$ cat config.mk
export PLATFORM = sky130hd
export DESIGN_NAME = fifo_rd_drain
export DESIGN_NICKNAME = d
export VERILOG_FILES = /design/src/rtl/fifo_rd_drain_pkg.sv /design/src/rtl/fifo_rd_drain_skid_buf.sv /design/src/rtl/fifo_rd_drain.sv
export SDC_FILE = /design/constraint.sdc
export NUM_CORES = 1
export LEC_CHECK = 0
export CAP_MARGIN = 10
export CORE_MARGIN = 2
export CORE_UTILIZATION = 48
export DETAILED_ROUTE_END_ITERATION = 8
export GPL_ROUTABILITY_DRIVEN = 0
export PLACE_DENSITY = 0.87
export SETUP_SLACK_MARGIN = 0.2
export SYNTH_ARGS = -nofsm -noshare
export SYNTH_HDL_FRONTEND = slang
export SYNTH_SLANG_ARGS = --single-unit
$ cat constraint.sdc
create_clock -name rd_clk -period 2.33 [get_ports rd_clk]
set_clock_uncertainty 0.1 [all_clocks]
set_input_delay 0.233 -clock rd_clk [delete_from_list [all_inputs] [get_ports rd_clk]]
set_output_delay 0.233 -clock rd_clk [all_outputs]
set_load 0.03 [all_outputs]
$ cat src/rtl/fifo_rd_drain_pkg.sv
`default_nettype none
// ============================================================================
//  Module      : fifo_rd_pkg
//  Description : Shared types and helpers for the FIFO read-side drain logic.
//  Revision    : 1.0 - initial release
// ============================================================================
package fifo_rd_pkg;

   // Top-level operating mode: normal streaming or drain-and-discard.
   typedef enum logic [0:0] {
      RUN   = 1'b0,
      FLUSH = 1'b1
   } rd_state_e;

   localparam int DEF_DATA_W = 8;

   // Index width for a circular buffer of the given depth (at least one bit).
   function automatic int ptr_w(input int depth);
      return (depth < 2) ? 1 : $clog2(depth);
   endfunction

endpackage
`default_nettype wire

$ cat src/rtl/fifo_rd_drain_skid_buf.sv
`default_nettype none
// ============================================================================
//  Module      : fifo_rd_skid_buf
//  Description : Small circular elastic buffer with push/pop/clear and an
//                occupancy count. Pointers carry one extra wrap bit so that
//                full and empty are distinguishable.
//  Revision    : 1.0 - initial release
// ============================================================================
module fifo_rd_skid_buf
   import fifo_rd_pkg::*;
#(
   parameter int DATA_W    = DEF_DATA_W,
   parameter int BUF_DEPTH = 4
) (
   input  logic                          clk,
   input  logic                          rstn,
   input  logic                          clear,
   input  logic                          push,
   input  logic [DATA_W-1:0]             wr_data,
   input  logic                          pop,
   output logic [DATA_W-1:0]             head_data,
   output logic                          empty,
   output logic [ptr_w(BUF_DEPTH):0]     occupancy
);

   localparam int PW = ptr_w(BUF_DEPTH);

   logic [DATA_W-1:0] r_mem [BUF_DEPTH];
   logic [PW:0]       r_wr_ptr;
   logic [PW:0]       r_rd_ptr;
   logic              w_full;
   logic              w_do_push;
   logic              w_do_pop;

   assign empty     = (r_wr_ptr == r_rd_ptr);
   assign w_full    = ((r_wr_ptr ^ r_rd_ptr) == {1'b1, {PW{1'b0}}});
   assign w_do_pop  = pop && !empty;
   // A write into a full buffer is only legal when a slot frees on the same edge.
   assign w_do_push = push && (!w_full || w_do_pop);
   assign occupancy = r_wr_ptr - r_rd_ptr;
   assign head_data = r_mem[r_rd_ptr[PW-1:0]];

   // Pointer update; clear empties the buffer and overrides push/pop.
   always_ff @(posedge clk or negedge rstn) begin
      if (!rstn) begin
         r_wr_ptr <= '0;
         r_rd_ptr <= '0;
      end else if (clear) begin
         r_wr_ptr <= '0;
         r_rd_ptr <= '0;
      end else begin
         if (w_do_push) r_wr_ptr <= r_wr_ptr + 1'b1;
         if (w_do_pop)  r_rd_ptr <= r_rd_ptr + 1'b1;
      end
   end

   // Storage write; zeroed at reset so the head word reads as zero.
   always_ff @(posedge clk or negedge rstn) begin
      if (!rstn) begin
         for (int i = 0; i < BUF_DEPTH; i++) r_mem[i] <= '0;
      end else if (w_do_push && !clear) begin
         r_mem[r_wr_ptr[PW-1:0]] <= wr_data;
      end
   end

endmodule
`default_nettype wire

$ cat src/rtl/fifo_rd_drain.sv
`default_nettype none
// ============================================================================
//  Module      : fifo_rd_drain
//  Description : Read-side consumer for the async FIFO. Issues credit-limited
//                reads, tracks read latency, buffers words and presents them
//                on a valid/ready stream. Supports flush, a sticky underflow
//                flag and a delivered-word counter.
//  Revision    : 1.0 - initial release
// ============================================================================
module fifo_rd_drain
   import fifo_rd_pkg::*;
#(
   parameter int DATA_W    = DEF_DATA_W,
   parameter int BUF_DEPTH = 4,
   parameter int RD_LAT    = 1,
   parameter int CNT_W     = 16
) (
   input  logic              rd_clk,
   input  logic              rstn,
   output logic              rd_enbl,
   input  logic [DATA_W-1:0] rd_data,
   input  logic              empty,
   input  logic              almost_empty,
   input  logic              underflow,
   output logic              out_valid,
   output logic [DATA_W-1:0] out_data,
   input  logic              out_ready,
   input  logic              flush,
   output logic              flush_busy,
   input  logic              err_clr,
   output logic              err_underflow,
   output logic [CNT_W-1:0]  xfer_cnt
);

   localparam int PW = ptr_w(BUF_DEPTH);
   // Wide enough for occupancy + pipe + outstanding request.
   localparam int CW = PW + 3;

   rd_state_e          r_state;
   logic [RD_LAT-1:0]  r_lat_pipe;
   logic               w_accept;
   logic               w_capture;
   logic               w_push;
   logic               w_pop;
   logic               w_clear;
   logic               w_buf_empty;
   logic [PW:0]        w_occ;
   logic [CW-1:0]      w_inflight;
   logic [CW-1:0]      w_credit_used;
   logic               unused_ok;

   assign unused_ok = &{1'b0, almost_empty};

   // The FIFO only honours a request when it is not empty on that edge.
   assign w_accept      = rd_enbl && !empty;
   assign w_capture     = r_lat_pipe[RD_LAT-1];
   assign w_push        = w_capture && (r_state == RUN);
   assign w_clear       = (r_state == RUN) && flush;
   assign out_valid     = (r_state == RUN) && !w_buf_empty;
   assign w_pop         = out_valid && out_ready;
   assign flush_busy    = (r_state == FLUSH);
   assign w_credit_used = CW'(w_occ) + w_inflight;

   // Outstanding reads: requests in the latency pipe plus the one on the wire.
   always_comb begin
      w_inflight = CW'(rd_enbl);
      for (int i = 0; i < RD_LAT; i++) begin
         w_inflight = w_inflight + CW'(r_lat_pipe[i]);
      end
   end

   // Mode FSM and registered read request.
   always_ff @(posedge rd_clk or negedge rstn) begin
      if (!rstn) begin
         r_state <= RUN;
         rd_enbl <= 1'b0;
      end else begin
         case (r_state)
            RUN: begin
               if (flush) begin
                  r_state <= FLUSH;
                  rd_enbl <= !empty;
               end else begin
                  rd_enbl <= !empty && (w_credit_used < CW'(BUF_DEPTH));
               end
            end
            FLUSH: begin
               rd_enbl <= !empty;
               if (!flush && empty && (w_inflight == '0)) r_state <= RUN;
            end
            default: begin
               r_state <= RUN;
               rd_enbl <= 1'b0;
            end
         endcase
      end
   end

   // Read-latency tracker: the tail marks the cycle rd_data is valid.
   generate
      if (RD_LAT == 1) begin : g_lat_one
         always_ff @(posedge rd_clk or negedge rstn) begin
            if (!rstn) r_lat_pipe <= '0;
            else       r_lat_pipe <= w_accept;
         end
      end else begin : g_lat_multi
         always_ff @(posedge rd_clk or negedge rstn) begin
            if (!rstn) r_lat_pipe <= '0;
            else       r_lat_pipe <= {r_lat_pipe[RD_LAT-2:0], w_accept};
         end
      end
   endgenerate

   // Sticky underflow flag; a new underflow wins over a clear.
   always_ff @(posedge rd_clk or negedge rstn) begin
      if (!rstn)          err_underflow <= 1'b0;
      else if (underflow) err_underflow <= 1'b1;
      else if (err_clr)   err_underflow <= 1'b0;
   end

   // Delivered-word counter, wraps naturally.
   always_ff @(posedge rd_clk or negedge rstn) begin
      if (!rstn)      xfer_cnt <= '0;
      else if (w_pop) xfer_cnt <= xfer_cnt + CNT_W'(1);
   end

   fifo_rd_skid_buf #(
      .DATA_W    (DATA_W),
      .BUF_DEPTH (BUF_DEPTH)
   ) u_buf (
      .clk       (rd_clk),
      .rstn      (rstn),
      .clear     (w_clear),
      .push      (w_push),
      .wr_data   (rd_data),
      .pop       (w_pop),
      .head_data (out_data),
      .empty     (w_buf_empty),
      .occupancy (w_occ)
   );

endmodule
`default_nettype wire

### Word level (Yosys, flattened, before mapping)

Cells that the tools add are included.

* register bits: 58
* word-level logic and storage cells: 66

* add/sub/neg operators: 6
* order comparisons: 4
* eq/ne operators: 2
* multiplexer cells: 17
* bitwise operators: 4
* reduce and logical (&&, ||, !) cells: 22

Operators by type and width (number)
* $bwmux 32: 1
* $mux 8: 3
* $add 16x1->16 const B: 1
* $bmux 8 s2: 1
* $demux 8 s2: 1
* $logic_and 1x1->1: 12
* $mux 3: 4
* $add 3x1->3 const B: 2
* $ge 3x3->1 const B: 2
* $not 2->3: 2
* $reduce_bool 2->1: 3
* $add 3x5->5: 1
* $logic_not 1->1: 5
* $logic_not 5->1: 1
* $lt 5x3->1 const B: 1
* $mux 1: 5
* $pmux 1 s2: 2
* $eq 3x3->1: 1
* $eq 3x3->1 const B: 1
* $lt 3x1->1 const B: 1
* $sub 3x3->3: 1
* $xor 3x3->3: 1
* $add 1x1->2: 1
* $logic_or 1x1->1: 1
* $not 1->1: 1

### Longest topological paths before layout

* word-level depth: 9
* depth in mapped cells: 8
* depth with buffers taken out: 8

### By module

Synthesis repeated with hierarchy kept, for this count alone.

* cell total of the unflattened synthesis: 215
* area, all modules: 2869.0 µm²

By module, submodules not included
* fifo_rd_skid_buf: instances 1, cells an instance 133, area each 1919.3 µm²
* fifo_rd_drain: instances 1, cells an instance 82, area each 949.7 µm²

### Worst setup path before layout

OpenSTA, ideal clock, no wires.

* kind: flip-flop to flip-flop
* start point: register u_buf.r_rd_ptr[1]
* end point: register u_buf.r_mem[0] in the netlist's numbering
* arrival time: 2099 ps
* required time: 2105 ps
* slack: 7 ps
* stages on the path, launching flop included: 9
* buffers on the path: 2
* clock period less this slack: 2323 ps
* cells stage by stage: dfrtp_1 -> clkbuf_1 -> inv_1 -> ha_1 -> nand2_1 -> o31a_1 -> buf_6 -> nand3_4 -> mux2_2

* word-level cells in the longest chain between the ends: 8
* elaborated cells between the ends (all ways): 11
* those cells by class: eq/ne (2); bitwise (1); reduce/logical (8)

RTL lines
* start, declared: line fifo_rd_drain_skid_buf.sv:30 `logic [PW:0] r_rd_ptr;`
* start signal, assigned: line fifo_rd_drain_skid_buf.sv:53 `if (w_do_pop) r_rd_ptr <= r_rd_ptr + 1'b1;`
* $eq 3x3->1: line fifo_rd_drain_skid_buf.sv:35 `assign empty = (r_wr_ptr == r_rd_ptr);`
* $logic_not 1->1: line fifo_rd_drain_skid_buf.sv:37, fifo_rd_drain.sv:59
* $logic_and 1x1->1: line fifo_rd_drain.sv:59 `assign out_valid = (r_state == RUN) && !w_buf_empty;`
* $logic_and 1x1->1: line fifo_rd_drain.sv:60 `assign w_pop = out_valid && out_ready;`
* $logic_and 1x1->1: line fifo_rd_drain_skid_buf.sv:37 `assign w_do_pop = pop && !empty;`
* $logic_or 1x1->1 *: line fifo_rd_drain_skid_buf.sv:39 `assign w_do_push = push && (!w_full || w_do_pop);`
* $logic_and 1x1->1 *: line fifo_rd_drain_skid_buf.sv:39
* $logic_and 1x1->1 *: line fifo_rd_drain_skid_buf.sv:61 `end else if (w_do_push && !clear) begin`
* end signal, assigned by index: line fifo_rd_drain_skid_buf.sv:62 `r_mem[r_wr_ptr[PW-1:0]] <= wr_data;`
* end, declared: line fifo_rd_drain_skid_buf.sv:28 `logic [DATA_W-1:0] r_mem [BUF_DEPTH];`

Every way passes the cells marked *; elsewhere a longest branch is shown, timed or not.
A chain may end at the register's enable or synchronous reset.

### Worst setup path after layout

* start point: register u_buf.r_wr_ptr[0]
* end point: register u_buf.r_mem[7] in the netlist's numbering

* word-level cells in the longest chain between the ends: 8
* elaborated cells between the ends (all ways): 18
* those cells by class: order compare (2); eq/ne (2); mux (3); bitwise (2); reduce/logical (9)

RTL lines
* start, declared: line fifo_rd_drain_skid_buf.sv:29 `logic [PW:0] r_wr_ptr;`
* start signal, assigned: line fifo_rd_drain_skid_buf.sv:52 `if (w_do_push) r_wr_ptr <= r_wr_ptr + 1'b1;`
* parallel branches: the longest is 8 deep, another holds $ge 3x3->1

Parallel ways; which one is timed is not known.

==> flow_summary.ini <==
[sta]
rsz0062_at_grt = false
final-max-slew-violation-count = 0
finalCritPeriodShare_pct = 88.3
hold_viol = 0
period_needed_ns = 2.06
setup_tns_ns = 0
slew_headroom_pct = 62.4
setup-violations-final = 0
worst_slew_pin_slew_ns = 0.563
max_freq_mhz = 486

[yosys]
synth_warnings = 0
synth-simple-area-share_pct = 11.1
synthCells = 211
synth_most_common_cell = dfrtp_1
syn_area_mm2 = 0.00282
synth_xor_xnor_area_share_pct = 6.22
ys_top_cells_by_count = 58 x dfrtp_1, 32 x mux2_2, 15 x nand2_1
ys_ff_latch = 58
synth-compound-area-share_pct = 4.13
ys.flop_type = dfrtp_1
synth_edf_count = 0
synth_top_family_by_area = multiplexers
syn_nets = 239
synth_mux_area_share_pct = 19.2
yosys.area_share.adder_pct = 5.60
ys_types = 34
synth_area_per_cell_um2 = 13.3
synth_top_area_share_pct = 51.6
yosys.area.top_type = dfrtp_1
yosysSeqAreaShare_pct = 51.6
ys_top_cells_by_area = dfrtp_1 52%, mux2_2 13%, mux4_2 6.4%
async_flop_share_pct = 100

[worst_setup_path]
crit_type = register to register
crit_arrival_ns = 2.17
path_max_fanout = 8
cp_slowest_cell = o31a_4
r2r_slack_ns = 0.27
critPathTopFamily = compound AO/OA/AOI/OAI gates
crit_path_cell_trace = inv_1, ha_1, nand2_1, o31a_4, nand3_4, mux2_2
r2r-start = u_buf.r_wr_ptr[0]$_DFFE_PN0P_
ff2ff_path_depth = 6
r2r_end = u_buf.r_mem[7]$_DFFE_PN0P_
max_stage_delay_ns = 0.40
cp_num_buf_inv = 1
crit_required_ns = 2.45
end_kind = register
crit_path_start_kind = register

[finish]
ff_latch_area_mm2 = 0.00145
fillers = 431
multi_input_area_mm2 = 0.00131
n_antenna_cell = 0
syn2layout_area_growth_pct = 28.0
final_core_util_pct = 64.7
nets = 299
layout-drive-gt1-share_pct = 30.8

[clock_network]
root_buffer = clkbuf_8
clkSinkCount = 58
worstSkewPairLatency_ns = 0.33
clk_pin_slew_ns = 0.07
cts_tree = done
clk_path_buf_depth = 2
cts_buffers = 9
htreeDepth = 3

[grt]
grt_pass1_vias = 1954
grt_overflow_total = 0
grt_max_degree = 36
track_usage_pct = 19.6
grt_pass1_wl_mm = 9.48
antenna_found_initial = 0

[power]
ir_worst_vdd_v = 0.000716
power_leakage_nw = 1.65
power_density_mw_per_mm2 = 1010

[floorplan]
die-area_mm2 = 0.00649
die_y_um = 80.6
rows = 27
dieWidth_um = 80.6
coreArea_mm2 = 0.00557
ioPinCount = 44
start_util_pct = 50.5

[place]
dp_hpwl_mm = 3.95
io_buffers = 42

[outcome]
status = finished, final reports clean

[drt]
ant_nets = 0
wl_per_cell_um = 15.9
wl_mm = 5.54
drtIter0Drc = 105
route.vias.total = 1865
firstDrtPassIters = 4
via_per_inst = 5.36
drcViolationCount = 0

[run]
cap_violations = 0

[hold_path]
min_path_type = input port to async pin
sequential cells by signal, summed over array words and instances, names as in the netlist:
signal and cells:
r_lat_pipe 1, rd_enbl 1, u_buf.r_mem 32, err_underflow 1, u_buf.r_rd_ptr 3, u_buf.r_wr_ptr 3
xfer_cnt 16, flush_busy 1
stage by stage:
step / setup WS (ns) / std cells / hold WS [ns] / total power (W) / instance area, um^2
after floorplan: 0.211 / 211 / -0.163 / 0.00228 / 2820
after global placement: 0.170 / 330 / 0.152 / 0.00268 / 3380
after detailed placement: 0.119 / 330 / 0.159 / 0.00274 / 3380
after CTS: 0.170 / 348 / 0.331 / 0.00369 / 3610
after global routing: 0.200 / 348 / 0.357 / 0.00389 / 3600
final: 0.272 / 348 / 0.347 / 0.00365 / 3600
where the power goes:
part | internal [W] | switching, W
registers | 0.00124 | 0.000185
logic | 0.000618 | 0.000666
clock network | 0.000550 | 0.000389
how the worst max path moves through the flow:
| stage | to | cells past startpoint | startpoint |
|---|---|---|---|
| after floorplan | u_buf.r_mem[0]$_DFFE_PN0P_ | 8 | u_buf.r_rd_ptr[1]$_DFFE_PN0P_ |
| after global placement | u_buf.r_mem[26]$_DFFE_PN0P_ | 6 | u_buf.r_wr_ptr[0]$_DFFE_PN0P_ |
| after detailed placement | u_buf.r_mem[31]$_DFFE_PN0P_ | 6 | u_buf.r_wr_ptr[0]$_DFFE_PN0P_ |
| after CTS | out_data[7] | 3 | u_buf.r_rd_ptr[0]$_DFFE_PN0P_ |
| after global routing | rd_enbl$_DFF_PN0_ | 8 | u_buf.r_wr_ptr[0]$_DFFE_PN0P_ |
| final | u_buf.r_mem[7]$_DFFE_PN0P_ | 6 | u_buf.r_wr_ptr[0]$_DFFE_PN0P_ |
layout make-up:
type                            instances  share of cell area, %
Timing Repair Buffer                   54                   14.2
Tap cell                               72                   2.50
Clock inverter                          4                   1.39
Multi-Input combinational cell        139                   36.3
Clock buffer                           12                   4.30
Inverter                                9                  0.937
Sequential cell                        58                   40.3
routing by layer:
metal	up-vias	GRT usage (%)	wire, um
met5	-	0	0
met4	0	10.3	134
met3	13	3.48	157
met2	45	29.5	2660
met1	921	27.1	2590
li1	886	-	-
what timing repair did:
| action | CTS | global route |
|---|---|---|
| setup buffers | 1 | 0 |
| setup endpoints to repair | 43 | 28 |
| pin swaps | 1 | 0 |
| endpoints found under the hold margin | 23 | 0 |
| hold buffers | 1 | 0 |
| gates resized for setup | 21 | 7 |
placed cells by master, fill, tap and decap left out, types with 2 or more instances in the layout:
cell and count:
a21oi_1 2, nand2_1 15, clkinvlp_4 2, nand3_1 6
clkdlybuf4s50_1 32, xnor2_1 14, a31oi_1 2, a221o_1 2
clkbuf_2 3, dfrtp_1 57, ha_1 11, and3_1 2
mux2_2 32, nor3_1 6, buf_4 10, nor2_1 6
o211ai_1 2, a21o_1 2, nand4_1 6, inv_1 9
clkdlybuf4s15_2 5, and4_1 2, clkbuf_8 11, xor2_1 6
mux4_2 8, nand3_4 4
kinds of logic after synthesis:
kind of cell | Yosys count
adders and majority gates | 12
AOI/OAI and AO/OA | 15
xor gates and xnor gates | 20
muxes | 40
DFF | 58
and+or+nand+nor | 52
buffers and inverters | 14
Power figures use the tool's default switching activity.
